File: config.mk
export PLATFORM = sky130hd
export DESIGN_NAME = core_run_control
export DESIGN_NICKNAME = d
export VERILOG_FILES = /design/src/rtl/core_debug_pkg.sv /design/src/rtl/core_breakpoint_match.sv /design/src/rtl/core_run_control.sv
export SDC_FILE = /design/constraint.sdc
export NUM_CORES = 1
export LEC_CHECK = 0
export ABC_AREA = 0
export BUFFER_PORTS_ARGS = -buffer_cell sky130_fd_sc_hd__buf_4
export CORE_MARGIN = 3
export CORE_UTILIZATION = 35
export DETAILED_ROUTE_END_ITERATION = 12
export PLACE_DENSITY = 0.63
export RECOVER_POWER = 25
export SETUP_SLACK_MARGIN = 0.02
export SLEW_MARGIN = 30
export SYNTH_ARGS = -nofsm -noshare
export SYNTH_HDL_FRONTEND = slang
export SYNTH_SLANG_ARGS = --single-unit
File: constraint.sdc
create_clock -name clk -period 9.4 [get_ports clk]
set_clock_uncertainty 0.05 [all_clocks]
set_input_delay 1.41 -clock clk [delete_from_list [all_inputs] [get_ports clk]]
set_output_delay 1.41 -clock clk [all_outputs]
set_load 0.005 [all_outputs]
File: src/rtl/core_debug_pkg.sv
// Shared definitions for the per-core run/halt/step controller:
// register map, CONFIG bit positions and run-state encoding.
package core_debug_pkg;

    localparam logic [3:0] REG_CONFIG     = 4'd0;
    localparam logic [3:0] REG_STEP       = 4'd1;
    localparam logic [3:0] REG_JUMP       = 4'd2;
    localparam logic [3:0] REG_PC         = 4'd3;
    localparam logic [3:0] REG_INSTRET_LO = 4'd4;
    localparam logic [3:0] REG_INSTRET_HI = 4'd5;
    localparam logic [3:0] REG_BP_CTRL    = 4'd6;
    localparam logic [3:0] REG_BP_ADDR0   = 4'd8;

    localparam int CFG_RUNNING   = 0;
    localparam int CFG_STEPPING  = 1;
    localparam int CFG_BP_HALT   = 2;
    localparam int CFG_CMD_ERROR = 3;

    // Hit flags live in the upper byte of BP_CTRL, enables in the lower byte.
    localparam int BP_HIT_LSB = 8;

    typedef enum logic [1:0] {
        ST_HALTED   = 2'd0,
        ST_RUNNING  = 2'd1,
        ST_STEPPING = 2'd2
    } run_state_t;

endpackage

File: src/rtl/core_breakpoint_match.sv
// One PC breakpoint: address register, enable bit, retire comparator and
// sticky hit flag (write-1-to-clear, a same-cycle hardware hit keeps it set).
module core_breakpoint_match #(
    parameter int PC_WIDTH = 32
) (
    input  logic                clk,
    input  logic                rst,
    input  logic                addr_write,
    input  logic [PC_WIDTH-1:0] addr_data,
    input  logic                ctrl_write,
    input  logic                enable_data,
    input  logic                clear_data,
    input  logic                retire,
    input  logic [PC_WIDTH-1:0] retire_pc,
    output logic                match,
    output logic                enable,
    output logic                hit,
    output logic [PC_WIDTH-1:0] address
);

    assign match = retire & enable & (retire_pc == address);

    always_ff @(posedge clk or posedge rst) begin
        if (rst) begin
            address <= '0;
            enable  <= 1'b0;
            hit     <= 1'b0;
        end else begin
            if (addr_write) begin
                address <= addr_data;
            end
            if (ctrl_write) begin
                enable <= enable_data;
            end
            if (match) begin
                hit <= 1'b1;
            end else if (ctrl_write && clear_data) begin
                hit <= 1'b0;
            end
        end
    end

endmodule

File: src/rtl/core_run_control.sv
// Per-core run/halt/step/jump controller with a 64-bit retired-instruction
// counter and a bank of PC breakpoints, driven from the peripheral bus.
//
//   state       | meaning
//   ------------+---------------------------------------------------------
//   ST_HALTED   | core held; JUMP and STEP accepted here only
//   ST_RUNNING  | core free-running until halt write or breakpoint
//   ST_STEPPING | core retires step_remaining more instructions, then halts
module core_run_control
    import core_debug_pkg::*;
#(
    parameter int PC_WIDTH         = 32,
    parameter int BREAKPOINT_COUNT = 2,
    parameter int STEP_WIDTH       = 16
) (
    input  logic                clk,
    input  logic                rst,
    input  logic                peripheralEnable,
    input  logic                peripheralWriteEnable,
    input  logic [3:0]          peripheralAddress,
    input  logic [31:0]         peripheralDataWrite,
    output logic [31:0]         peripheralDataRead,
    output logic                peripheralBusy,
    input  logic                coreRetire,
    input  logic [PC_WIDTH-1:0] coreRetirePC,
    input  logic [PC_WIDTH-1:0] coreNextPC,
    output logic                coreHalt,
    output logic                coreJump,
    output logic [PC_WIDTH-1:0] coreJumpAddress,
    output logic                breakpointIrq
);

    run_state_t state, state_next;

    logic [STEP_WIDTH-1:0]       step_remaining;
    logic [STEP_WIDTH-1:0]       step_load;
    logic [63:0]                 instret;
    logic [31:0]                 instret_hi_latch;
    logic                        bp_halted;
    logic                        cmd_error;
    logic [31:0]                 read_value;

    logic [BREAKPOINT_COUNT-1:0] bp_match;
    logic [BREAKPOINT_COUNT-1:0] bp_enable;
    logic [BREAKPOINT_COUNT-1:0] bp_hit;
    logic [PC_WIDTH-1:0]         bp_address [BREAKPOINT_COUNT];

    logic bus_write, bus_read;
    logic wr_config, wr_step, wr_jump, wr_bp_ctrl, wr_instret;
    logic is_halted, last_step, bp_stop, stop_now;

    assign bus_write  = peripheralEnable & peripheralWriteEnable;
    assign bus_read   = peripheralEnable & ~peripheralWriteEnable;
    assign wr_config  = bus_write & (peripheralAddress == REG_CONFIG);
    assign wr_step    = bus_write & (peripheralAddress == REG_STEP);
    assign wr_jump    = bus_write & (peripheralAddress == REG_JUMP);
    assign wr_bp_ctrl = bus_write & (peripheralAddress == REG_BP_CTRL);
    assign wr_instret = bus_write & ((peripheralAddress == REG_INSTRET_LO) |
                                     (peripheralAddress == REG_INSTRET_HI));

    assign peripheralBusy = peripheralEnable;

    genvar g;
    generate
        for (g = 0; g < BREAKPOINT_COUNT; g++) begin : g_bp
            core_breakpoint_match #(
                .PC_WIDTH(PC_WIDTH)
            ) u_match (
                .clk        (clk),
                .rst        (rst),
                .addr_write (bus_write & (peripheralAddress == REG_BP_ADDR0 + 4'(g))),
                .addr_data  (PC_WIDTH'(peripheralDataWrite)),
                .ctrl_write (wr_bp_ctrl),
                .enable_data(peripheralDataWrite[g]),
                .clear_data (peripheralDataWrite[BP_HIT_LSB + g]),
                .retire     (coreRetire),
                .retire_pc  (coreRetirePC),
                .match      (bp_match[g]),
                .enable     (bp_enable[g]),
                .hit        (bp_hit[g]),
                .address    (bp_address[g])
            );
        end
    endgenerate

    // The terminating retire raises coreHalt in its own cycle so the core
    // cannot slip one more instruction past a breakpoint or the final step.
    assign is_halted = (state == ST_HALTED);
    assign last_step = (state == ST_STEPPING) && (step_remaining == STEP_WIDTH'(1));
    assign bp_stop   = coreRetire & ~is_halted & (|bp_match);
    assign stop_now  = bp_stop | (coreRetire & last_step);
    assign coreHalt  = is_halted | stop_now;

    assign step_load = (peripheralDataWrite[STEP_WIDTH-1:0] == '0) ?
                       STEP_WIDTH'(1) : peripheralDataWrite[STEP_WIDTH-1:0];

    always_comb begin
        state_next = state;
        case (state)
            ST_HALTED: begin
                if (wr_config && peripheralDataWrite[CFG_RUNNING]) begin
                    state_next = ST_RUNNING;
                end else if (wr_step) begin
                    state_next = ST_STEPPING;
                end
            end
            ST_RUNNING, ST_STEPPING: begin
                if (stop_now || (wr_config && !peripheralDataWrite[CFG_RUNNING])) begin
                    state_next = ST_HALTED;
                end
            end
            default: state_next = ST_HALTED;
        endcase
    end

    always_ff @(posedge clk or posedge rst) begin
        if (rst) begin
            state          <= ST_HALTED;
            step_remaining <= '0;
        end else begin
            state <= state_next;
            if (is_halted && wr_step) begin
                step_remaining <= step_load;
            end else if ((state == ST_STEPPING) && coreRetire) begin
                step_remaining <= step_remaining - STEP_WIDTH'(1);
            end
        end
    end

    always_ff @(posedge clk or posedge rst) begin
        if (rst) begin
            instret          <= '0;
            instret_hi_latch <= '0;
        end else begin
            if (wr_instret) begin
                instret <= '0;
            end else if (coreRetire) begin
                instret <= instret + 64'd1;
            end
            if (bus_read && (peripheralAddress == REG_INSTRET_LO)) begin
                instret_hi_latch <= instret[63:32];
            end
        end
    end

    always_ff @(posedge clk or posedge rst) begin
        if (rst) begin
            bp_halted       <= 1'b0;
            cmd_error       <= 1'b0;
            breakpointIrq   <= 1'b0;
            coreJump        <= 1'b0;
            coreJumpAddress <= '0;
        end else begin
            breakpointIrq <= bp_stop;
            coreJump      <= wr_jump & is_halted;
            if (wr_jump && is_halted) begin
                coreJumpAddress <= PC_WIDTH'(peripheralDataWrite);
            end
            // A breakpoint halt in the same cycle as a CONFIG write still reports.
            if (bp_stop) begin
                bp_halted <= 1'b1;
            end else if (wr_config) begin
                bp_halted <= 1'b0;
            end
            if ((wr_jump || wr_step) && !is_halted) begin
                cmd_error <= 1'b1;
            end else if (wr_config) begin
                cmd_error <= 1'b0;
            end
        end
    end

    always_comb begin
        read_value = '0;
        case (peripheralAddress)
            REG_CONFIG: begin
                read_value[CFG_RUNNING]   = (state == ST_RUNNING);
                read_value[CFG_STEPPING]  = (state == ST_STEPPING);
                read_value[CFG_BP_HALT]   = bp_halted;
                read_value[CFG_CMD_ERROR] = cmd_error;
            end
            REG_PC:         read_value = 32'(coreNextPC);
            REG_INSTRET_LO: read_value = instret[31:0];
            REG_INSTRET_HI: read_value = instret_hi_latch;
            REG_BP_CTRL: begin
                for (int i = 0; i < BREAKPOINT_COUNT; i++) begin
                    read_value[i]              = bp_enable[i];
                    read_value[BP_HIT_LSB + i] = bp_hit[i];
                end
            end
            default: begin
                for (int i = 0; i < BREAKPOINT_COUNT; i++) begin
                    if (peripheralAddress == REG_BP_ADDR0 + 4'(i)) begin
                        read_value = 32'(bp_address[i]);
                    end
                end
            end
        endcase
    end

    always_ff @(posedge clk or posedge rst) begin
        if (rst) begin
            peripheralDataRead <= '0;
        end else if (bus_read) begin
            peripheralDataRead <= read_value;
        end
    end

endmodule

## Word level (Yosys, flattened, before mapping)

Index checks and enable logic that the tools add are counted.

- Input port bits: 105
- Register bits after elaboration: 250

- Multiplexer cells: 23
- Reduce and logical (&&, ||, !) cells: 27
- Equal/unequal tests: 15
- Add/sub/neg operators: 2
- Bitwise logic cells: 22

Operator list:

| operator | number |
|---|---|
| $mux W64 | 2 |
| $pmux W22 S4 | 1 |
| $add A64 B1 Y64 const B | 1 |
| $eq A32 B32 Y1 | 2 |
| $mux W32 | 2 |
| $mux W16 | 3 |
| $pmux W2 S5 | 3 |
| $and A1 B1 Y1 | 17 |
| $eq A16 B1 Y1 const B | 1 |
| $logic_not A16 Y1 | 1 |
| $pmux W4 S4 | 1 |
| $sub A16 B1 Y16 const B | 1 |
| $eq A4 B3 Y1 const B | 3 |
| $reduce_bool A2 Y1 | 6 |
| $logic_and A1 B1 Y1 | 10 |
| $eq A4 B2 Y1 const B | 2 |
| $eq A4 B4 Y1 const B | 2 |
| $mux W1 | 7 |
| $mux W2 | 3 |
| $reduce_or A2 Y1 | 3 |
| $eq A4 B1 Y1 const B | 1 |
| $logic_not A4 Y1 | 1 |
| $pmux W2 S2 | 1 |
| $ne A3 B2 Y1 const B | 1 |
| 9 further kinds | 14 |

## Longest topological paths before layout

Gate-level depths: netlist of the first run.

- Depth after elaboration: 8
- Mapped depth: 9

## By module

A second synthesis of the first run with hierarchy kept.

- Cell total of the unflattened synthesis: 1148
- Area total of the unflattened synthesis: 12533.3 µm²

Modules (own cells, without submodules):

| module | instances | area an instance (µm²) | cells each | sequential area each (µm²) |
|---|---|---|---|---|
| core_run_control | 1 | 9280.2 | 910 | 4554.4 |
| core_breakpoint_match | 2 | 1626.6 | 119 | 850.8 |

## Worst setup path before layout of the first run

Ideal clock, no wire load.

- Path type: in2out
- From: input port coreRetirePC[1]
- To: output port coreHalt
- Data arrival time: 2.559 ns
- Data required time: 7.940 ns
- Path slack: 5.381 ns
- Stages on the path: 5
- Path through: xnor2_1 -> nand4_1 -> or4_1 -> o32a_1 -> nand2_1

- Cells in the longest elaborated chain, start to end: 6
- Elaborated cells between the ends (all ways): 8
- Those cells by class: eq/ne (2); bitwise (5); reduce/logical (1)

Ends and longest elaborated chain:

| item | line | source |
|---|---|---|
| from (decl) | core_run_control.sv:25 | `input logic [PC_WIDTH-1:0] coreRetirePC,` |
| $eq A32 B32 Y1 | core_breakpoint_match.sv:21 | `assign match = retire & enable & (retire_pc == address);` |
| $and A1 B1 Y1 | core_breakpoint_match.sv:21 |  |
| $reduce_or A2 Y1 * | core_run_control.sv:90 | `assign bp_stop = coreRetire & ~is_halted & (\|bp_match);` |
| $and A1 B1 Y1 * | core_run_control.sv:90 |  |
| $or A1 B1 Y1 * | core_run_control.sv:91 | `assign stop_now = bp_stop \| (coreRetire & last_step);` |
| $or A1 B1 Y1 * | core_run_control.sv:92 | `assign coreHalt = is_halted \| stop_now;` |
| to (decl) | core_run_control.sv:27 | `output logic coreHalt,` |

Every way passes the cells marked *; elsewhere a longest branch is shown, timed or not.

==> results of run 1 <==
## state kept, by name, indices dropped and copies added (netlist names)
name	cells
instret_hi_latch	32
cmd_error	1
coreJumpAddress	32
instret	64
breakpointIrq	1
peripheralDataRead	32
g_bp.u_match.address	64
coreJump	1
g_bp.u_match.enable	2
g_bp.u_match.hit	2
step_remaining	16
bp_halted	1
state	2
## power groups by stage
stage               clock network [mW]  registers [mW]  logic (mW)
detailed placement                   0            1.43       0.603
CTS                               1.12            1.41       0.607
floorplan                            0            1.39       0.348
global route                      1.16            1.44       0.663
global placement                     0            1.43       0.589
finish                            1.10            1.41       0.606
## area by class of cell
type	count	area share
clock buffer	38	0.0540
clock inverter	14	0.00854
inverter	9	0.00237
multi-input combinational	762	0.378
sequential	250	0.423
tap	448	0.0379
timing repair buffer	188	0.0966
## synthesized netlist by cell type (2+ instances only)
library cell / n / area, um^2
dfrtp_1: 250 / 6260
mux2_2: 131 / 1480
nor2_1: 123 / 462
xnor2_1: 106 / 928
clkbuf_1: 46 / 173
nand2_1: 41 / 154
a22oi_1: 37 / 278
nand3_1: 31 / 155
nand4_1: 30 / 188
xor2_1: 30 / 263
a31oi_1: 29 / 181
a21oi_1: 26 / 130
a222oi_1: 26 / 260
nor3_1: 21 / 105
nor4_1: 20 / 125
and3_1: 14 / 87.6
o21ai_0: 14 / 70.1
and4_1: 12 / 105
inv_1: 9 / 33.8
and2_1: 8 / 50.1
nor2b_1: 7 / 43.8
ha_1: 6 / 75.1
nand2b_1: 6 / 37.5
or3_1: 6 / 37.5
buf_2: 5 / 25.0
buf_1: 4 / 15.0
or4_1: 4 / 30.0
a41oi_1: 3 / 26.3
or2_2: 3 / 18.8
a22o_1: 2 / 17.5
a32o_1: 2 / 20.0
nor3b_1: 2 / 15.0
## kinds of logic (layout without fill, tap and decap cells)
kind of cell | Yosys count | count (layout) | synth area share
AND/OR/NAND/NOR | 338 | 338 | 0.142
buffers and inverters | 66 | 249 | 0.0215
XOR/XNOR | 136 | 136 | 0.0987
flip-flops | 250 | 250 | 0.519
AO/OA/AOI/OAI | 150 | 150 | 0.0895
multiplexers | 132 | 132 | 0.123
adder cells (fa/ha/maj) | 6 | 6 | 0.00622
## metrics by stage
stage	cell area [um^2]	hold WS [ns]	total power [mW]	instances
2_1_floorplan	12100	0.392	1.73	1078
3_3_place_gp	13800	0.419	2.01	1655
3_5_place_dp	13900	0.422	2.03	1656
4_1_cts	14800	0.435	3.14	1708
5_1_grt	14800	0.465	3.26	1709
6_report	14800	0.442	3.12	1709
## layer usage
layer,global-route usage,share of wire
met4,0.0398,0.019
met1,0.282,0.44
met5,0,0
met2,0.308,0.46
met3,0.0465,0.082
## worst register-to-register path, delay by kind of cell (launching register included)
kind,cells,cell delay [ns]
and+or+nand+nor,5,1.93
xor gates and xnor gates,1,0.18
DFF,1,0.45
## worst max-delay path by stage
stage	to	slack [ns]	startpoint	depth (start not counted)
3_3_place_gp	coreHalt	4.85	coreRetirePC[0]	8
4_1_cts	coreHalt	4.88	coreRetirePC[26]	7
5_1_grt	instret[9]	2.80	rst	3
2_1_floorplan	bp_halted	1.07	rst	1
3_5_place_dp	coreHalt	4.89	coreRetirePC[26]	7
6_report	instret[32]	3.75	rst	3
==> reports/qor.txt, run 1 <==
WL final -> 36700 um
combinational power share -> 0.195
Worst Hold Launch -> peripheralDataRead[0]
I/O Pins -> 173
vias per cell -> 5.43
# port buffers -> 172
# rows -> 67
peak supply drop -> 155 uV
asr flop ratio synth -> 1.00
number of synthesized flops with an enable pin -> 0
Initial Utilization -> 0.357
Slew Viols, Final -> 143
Max Clk Rate -> 177 MHz
Synth Register Bits -> 250
Register Area -> 6260 um^2
Worst EP required -> 9.60 ns
Final Cycle Share -> 0.601
post-CTS setup buffers -> 0
worst path bufs/invs -> 3
Final Util -> 0.438
global route overflow -> 0
most frequent cells in the layout -> dfrtp_1 (250), buf_4 (181), mux2_2 (131)
setup ws final -> 3.75 ns
CP delay by family, top -> buffers and inverters
post-synthesis sequential area ratio -> 0.519
Total Die Area -> 36700 um^2
R2R depth -> 6
sw frac -> 0.284
Critical R2R Launch -> instret[2]
GP Congestion -> 0.969
Root Driver -> clkbuf_16
Core Box Area -> 33800 um^2
CP Launch Type -> input pin
Reg-to-Reg End -> instret[39]
Post-CTS Hold Buffers -> 0
Mapped Area -> 12100 um^2
Worst setup EP type -> asynchronous set/reset pin
Top FF cell, synth -> dfrtp_1
Max Cap Viol -> 2
actual slew at the worst max-slew pin -> 4.89 ns
CTS Buffer Depth -> 3
post-DP HPWL -> 26800 um
failing checks -> capacitance limit, slew limit
Clk pwr share -> 0.352
hold path cells -> 2
filler instances -> 3185
layout cell share with drive strength beyond 1 -> 0.302
critical path arrival -> 5.85 ns
first-pass GRT wire length -> 56100 um
sequential share of power -> 0.454
Pre-Repair DR Iteration Count -> 7
Mapped Nets -> 1189
GR Util All Layers -> 0.198
status -> finished with violations
slowest stage delay, CP -> 2.68 ns
initial antenna violation count -> 0
pre-CTS WS -> 4.89 ns
syn avg cell area -> 11.2 um^2
CTS sink count -> 250
via count -> 9281
Layout Area Growth over Synthesis -> 22.6%
worst rel slew slack -> -2.28
power density over the cells -> 211 nW/um^2
diode count -> 0
CTS Buf Count -> 28
P_sw -> 0.885 mW
largest net degree at the start of global routing -> 109
kind of critical path -> input pin to asynchronous set/reset pin
Crit-path slowest cell -> clkinvlp_2
1st-iter DRT viols -> 898
vias in the first global route -> 9211
chip width -> 192 um
Antenna Nets Post-Route -> 0
Leak Pwr -> 6.41 nW
r2r setup slk -> 6.65 ns
Final setup viols -> 0
synthesized instance count -> 1078
area of the multi-input gates -> 5590 um^2
post-route minimum period -> 5.65 ns
DRC viols -> 0
setup TNS -> 0 ns
Netlist cell types -> 56
Post-CTS Resized -> 0
CTS tree -> done
CTS clk-pin slew, worst paths -> 0.06 ns
final net count -> 1350
RSZ-0062 raised after global routing -> false
Final Hold Fails -> 0
YS warnings -> 0
Crit Path Max Fanout -> 108
H-tree depth -> 1
worst path cell trace -> clkbuf_4 -> clkinvlp_2 -> clkbuf_1
Hold Path End -> peripheralDataRead[0]
Avg WL per Cell -> 21.5 um
Hold WC Path Type -> flop to flop
Cell Int Power -> 2.23 mW
Die Y -> 192 um
commonest non-fill, non-tap cell in the layout -> dfrtp_1
Skew-Pair Late Insertion Delay -> 0.54 ns
Note: power is estimated with default switching activity, not from simulation.
==> run 2: changes to the inputs <==
- clock period: 9.4 -> 5.3 ns (I/O delays scaled with it)
==> reports/qor.txt, run 2 (synthesized netlist as in run 1, its figures left out) <==
status -> finished with violations
failing checks -> capacitance limit, slew limit
final net count -> 1348 (-0.15%)
Final setup viols -> 0 (unchanged)
layout cell share with drive strength beyond 1 -> 0.302 (about the same)
vias in the first global route -> 9281 (+0.76%)
Max Cap Viol -> 1 (-1)
I/O Pins -> 173 (unchanged)
CTS Buffer Depth -> 3 (unchanged)
initial antenna violation count -> 2 (+2)
# port buffers -> 172 (unchanged)
filler instances -> 3177 (-0.25%)
Core Box Area -> 33800 um^2 (unchanged)
R2R depth -> 6 (unchanged)
CTS Buf Count -> 27 (-3.6%)
CTS sink count -> 250 (unchanged)
post-route cell area -> 14800 um^2 (+0.26%)
commonest non-fill, non-tap cell in the layout -> dfrtp_1
post-CTS setup buffers -> 0 (unchanged)
DRC viols -> 0 (unchanged)
largest net degree at the start of global routing -> 170 (+56%)
Die Y -> 192 um (unchanged)
most frequent cells in the layout -> dfrtp_1 (250), buf_4 (183), mux2_2 (131)
power density over the cells -> 379 nW/um^2 (+80%)
Leak Pwr -> 6.41 nW (about the same)
Avg WL per Cell -> 21.2 um (-1.1%)
H-tree depth -> 1 (unchanged)
biggest regs -> g_bp.u_match.address: 64 flops, instret: 64 flops
Hold WC Path Type -> input pin to asynchronous set/reset pin
CTS tree -> done
RSZ-0062 raised after global routing -> false
# rows -> 67 (unchanged)
Post-CTS Resized -> 0 (unchanged)
actual slew at the worst max-slew pin -> 2.45 ns (-2.43 ns)
kind of critical path -> flop to output pin
GP Congestion -> 0.963 (-0.61%)
placed cell areas -> 13900 um^2 (about the same)
Skew-Pair Late Insertion Delay -> 0.52 ns (-0.02 ns)
Worst setup EP type -> output pin
Reg-to-Reg End -> instret[59]
area of the multi-input gates -> 5600 um^2 (+0.18%)
Root Driver -> clkbuf_16
Critical R2R Launch -> instret[2]
Max Clk Rate -> 285 MHz
r2r setup slk -> 2.47 ns (-4.18 ns)
Antenna Nets Post-Route -> 0 (unchanged)
Fin Hold WS -> 0.253 ns (-0.188 ns)
global route overflow -> 0 (unchanged)
first-pass GRT wire length -> 54800 um (-2.3%)
Final Cycle Share -> 0.663
post-route minimum period -> 3.51 ns
Post-CTS Hold Buffers -> 0 (unchanged)
Initial Utilization -> 0.357 (unchanged)
WL final -> 36200 um (-1.3%)
GR Util All Layers -> 0.193 (-0.00438)
post-DP HPWL -> 26400 um (-1.4%)
worst rel slew slack -> -0.636 (+1.64)
Crit Path Max Fanout -> 5 (-95%)
Pre-Repair DR Iteration Count -> 6 (-1)
Register Area -> 6260 um^2 (unchanged)
Layout Area Growth over Synthesis -> 22.9%
Total Die Area -> 36700 um^2 (unchanged)
Worst EP required -> 4.45 ns (-5.15 ns)
via count -> 9349 (+0.73%)
chip width -> 192 um (unchanged)
CTS clk-pin slew, worst paths -> 0.06 ns (about the same)
CP Launch Type -> flop
setup TNS -> 0 ns (unchanged)
1st-iter DRT viols -> 874 (-2.7%)
vias per cell -> 5.48 (+0.91%)
peak supply drop -> 244 uV (+58%)
Slew Viols, Final -> 44 (-69%)
Final Hold Fails -> 0 (unchanged)
critical path arrival -> 2.67 ns (-3.18 ns)
[run 2: routing by layer]
metal	share of wire	vias to the layer above	GRT usage
li1	-	4237	-
met2	0.46	352	0.307
met4	0.016	2	0.0350
met1	0.44	4714	0.269
met5	0.0022	-	0.0165
met3	0.083	44	0.0482
[run 2: cell type report]
| cell class | count | area share |
|---|---|---|
| flip-flops and latches | 250 | 0.422 |
| multi-input cells | 762 | 0.377 |
| repair buffers | 187 | 0.0960 |
| clock buffers | 38 | 0.0517 |
| well taps | 448 | 0.0378 |
| clock inverters | 11 | 0.0128 |
| inverters | 9 | 0.00236 |
| diodes | 1 | 0.000169 |
[run 2: worst max-delay path by stage]
stage / from / slack [ns] / end / cells after the start
after global placement: coreRetirePC[26] / 2.00 / coreHalt / 7
final: g_bp[1].u_match.address[26] / 1.79 / coreHalt / 6
after floorplan: rst / 1.17 / bp_halted / 1
after CTS: g_bp[1].u_match.address[26] / 1.89 / coreHalt / 6
after detailed placement: coreRetirePC[26] / 1.97 / coreHalt / 7
after global routing: rst / 1.65 / instret_hi_latch[0] / 4
[run 2: where the power goes]
part	internal (mW)	total, mW	leakage (nW)	switching, mW
logic	0.586	1.08	2.66	0.490
clock network	1.25	2.03	0.467	0.781
registers	2.21	2.51	3.28	0.294
[run 2: worst max-delay path, stage by stage, from the launching register on]
cell	delay [ns]
dfrtp_1	0.41
xnor2_1	0.40
nand4_1	0.13
or4_1	0.58
o32a_1	0.42
nand2_1	0.11
buf_4	0.11
[run 2: through the flow]
stage | total power, mW | cells | setup slack, ns | util
after global placement | 3.57 | 1655 | 2.00 | 0.410
after global routing | 5.86 | 1706 | 1.65 | 0.439
after detailed placement | 3.60 | 1655 | 1.97 | 0.410
after CTS | 5.65 | 1704 | 1.89 | 0.438
final | 5.62 | 1706 | 1.79 | 0.439
after floorplan | 3.08 | 1078 | 1.17 | -
==> run 3: changes to the inputs <==
- PLACE_DENSITY: 0.63 -> 0.65
- clock period: 5.3 -> 2.85 ns (I/O delays scaled with it)
==> reports/qor.txt, run 3 (synthesized netlist as in run 1, its figures left out) <==
Worst setup EP type -> output pin
kind of critical path -> flop to output pin
status -> finished with violations
Hold WC Path Type -> input pin to flop
Total Die Area -> 36700 um^2 (unchanged)
Max Clk Rate -> 339 MHz
power density over the cells -> 692 nW/um^2 (+83%)
actual slew at the worst max-slew pin -> 1.43 ns (-1.03 ns)
commonest non-fill, non-tap cell in the layout -> dfrtp_1
largest net degree at the start of global routing -> 65 (-62%)
Skew-Pair Late Insertion Delay -> 0.55 ns (+0.03 ns)
Slew Viols, Final -> 0 (-100%)
diode count -> 0 (-1)
Final Util -> 0.444 (+0.00537)
Total Power -> 10.4 mW (+85%)
final net count -> 1369 (+1.6%)
global route overflow -> 0 (unchanged)
1st-iter DRT viols -> 922 (+5.5%)
Avg WL per Cell -> 21.8 um (+2.6%)
Layout Area Growth over Synthesis -> 24.4%
DRC viols -> 0 (unchanged)
I/O Pins -> 173 (unchanged)
GP Congestion -> 0.947 (-1.6%)
WL final -> 37600 um (+3.8%)
post-DP HPWL -> 27400 um (+3.8%)
Leak Pwr -> 6.54 nW (+2.0%)
# port buffers -> 172 (unchanged)
setup ws final -> -0.102 ns (-1.89 ns)
Final Hold Fails -> 0 (unchanged)
worst rel slew slack -> 0.0484 (+0.684)
Core Box Area -> 33800 um^2 (unchanged)
GR Util All Layers -> 0.202 (+0.00924)
CTS tree -> done
peak supply drop -> 446 uV (+82%)
Antenna Nets Post-Route -> 0 (unchanged)
CTS clk-pin slew, worst paths -> 0.06 ns (about the same)
Final Non-Filler Cells -> 1725 (+1.1%)
CTS Buffer Depth -> 3 (unchanged)
Worst EP required -> 2.37 ns (-2.08 ns)
Pre-Repair DR Iteration Count -> 7 (+1)
# rows -> 67 (unchanged)
initial antenna violation count -> 1 (-1)
CP Launch Type -> flop
via count -> 9534 (+2.0%)
Final setup viols -> 1 (+1)
most frequent cells in the layout -> dfrtp_1 (249), buf_4 (195), mux2_2 (131)
layout cell share with drive strength beyond 1 -> 0.321 (+0.0188)
CTS Buf Count -> 27 (unchanged)
failing checks -> setup timing
critical path arrival -> 2.47 ns (-0.20 ns)
vias in the first global route -> 9537 (+2.8%)
Final Cycle Share -> 1.04
post-placement cell count -> 1670 (+0.91%)
Die Y -> 192 um (unchanged)
Max Cap Viol -> 0 (-1)
post-route minimum period -> 2.95 ns
H-tree depth -> 1 (unchanged)
CTS sink count -> 250 (unchanged)
RSZ-0062 raised after global routing -> true
Crit Path Max Fanout -> 2 (-3)
Initial Utilization -> 0.357 (unchanged)
Root Driver -> clkbuf_16
chip width -> 192 um (unchanged)
vias per cell -> 5.53 (+0.86%)
first-pass GRT wire length -> 57500 um (+4.9%)
biggest regs -> g_bp.u_match.address: 64 flops, instret: 64 flops
setup TNS -> -0.102 ns (-0.102 ns)
## run 3: changes by cell type in the layout (fill, tap and decap cells not counted), sizes merged
cell	change
clkbuf	+8
inv	+1
bufinv	-2
buf	+13
dlygate4sd3	+1
diode	-1
clkinv	-1
## run 3: path summary, 6_finish.rpt
check,from,end,slack (ns),depth (start not counted)
min in group asynchronous,rst,instret_hi_latch[23],0.67,3
setup reg to reg,instret[24],instret[46],0.46,6
setup / recovery,g_bp[1].u_match.address[1],coreHalt,-0.10,6
max in group asynchronous,rst,peripheralDataRead[20],0.50,4
hold / removal,peripheralDataWrite[22],g_bp[1].u_match.address[22],0.08,2
hold reg to reg,bp_halted,bp_halted,0.43,2
## run 3: repair_timing
item / in CTS / in global routing
hold buffers: 1 / 0
setup endpoints to repair: 1 / 1
endpoints found under the hold margin: 20 / 0
pin swaps: 10 / 2
cloned: 0 / 0
buffers inserted: 6 / 0
resized for setup: 7 / 6
## run 3: layout make-up
cell class | instances | area (um^2)
clock buffers | 39 | 791
clock inverters | 9 | 130
fillers | 3165 | 18800
inverters | 9 | 35.0
multi-input cells | 762 | 5660
flip-flops and latches | 250 | 6260
well taps | 448 | 561
repair buffers | 208 | 1580
## run 3: critical path, stage by stage, from the launching register on
cell and delay (ns):
dfrtp_1 0.40, xnor2_2 0.24, nand4_1 0.13, or4_4 0.55, o32a_1 0.44, nand2_1 0.09, buf_4 0.10
## run 3: metal layers
layer,vias to the layer above,wire length (um),track usage
met2,385,17300,0.317
met3,46,3260,0.0504
met5,-,11,0
li1,4278,-,-
met4,2,673,0.0421
met1,4823,16300,0.285
## run 3: through the flow
step                setup slack (ns)  hold slack [ns]  area (um^2)
floorplan                     -0.915            0.392        12100
global placement               0.239            0.418        14100
detailed placement             0.243            0.424        14100
CTS                          -0.0469           0.0738        15100
global route                  -0.196           0.0729        15000
finish                        -0.102           0.0846        15000
## run 3: power by group
part / internal, mW / switching (mW) / leakage, nW
clock network: 2.19 / 1.45 / 0.452
logic: 1.14 / 0.931 / 2.81
registers: 4.12 / 0.558 / 3.28
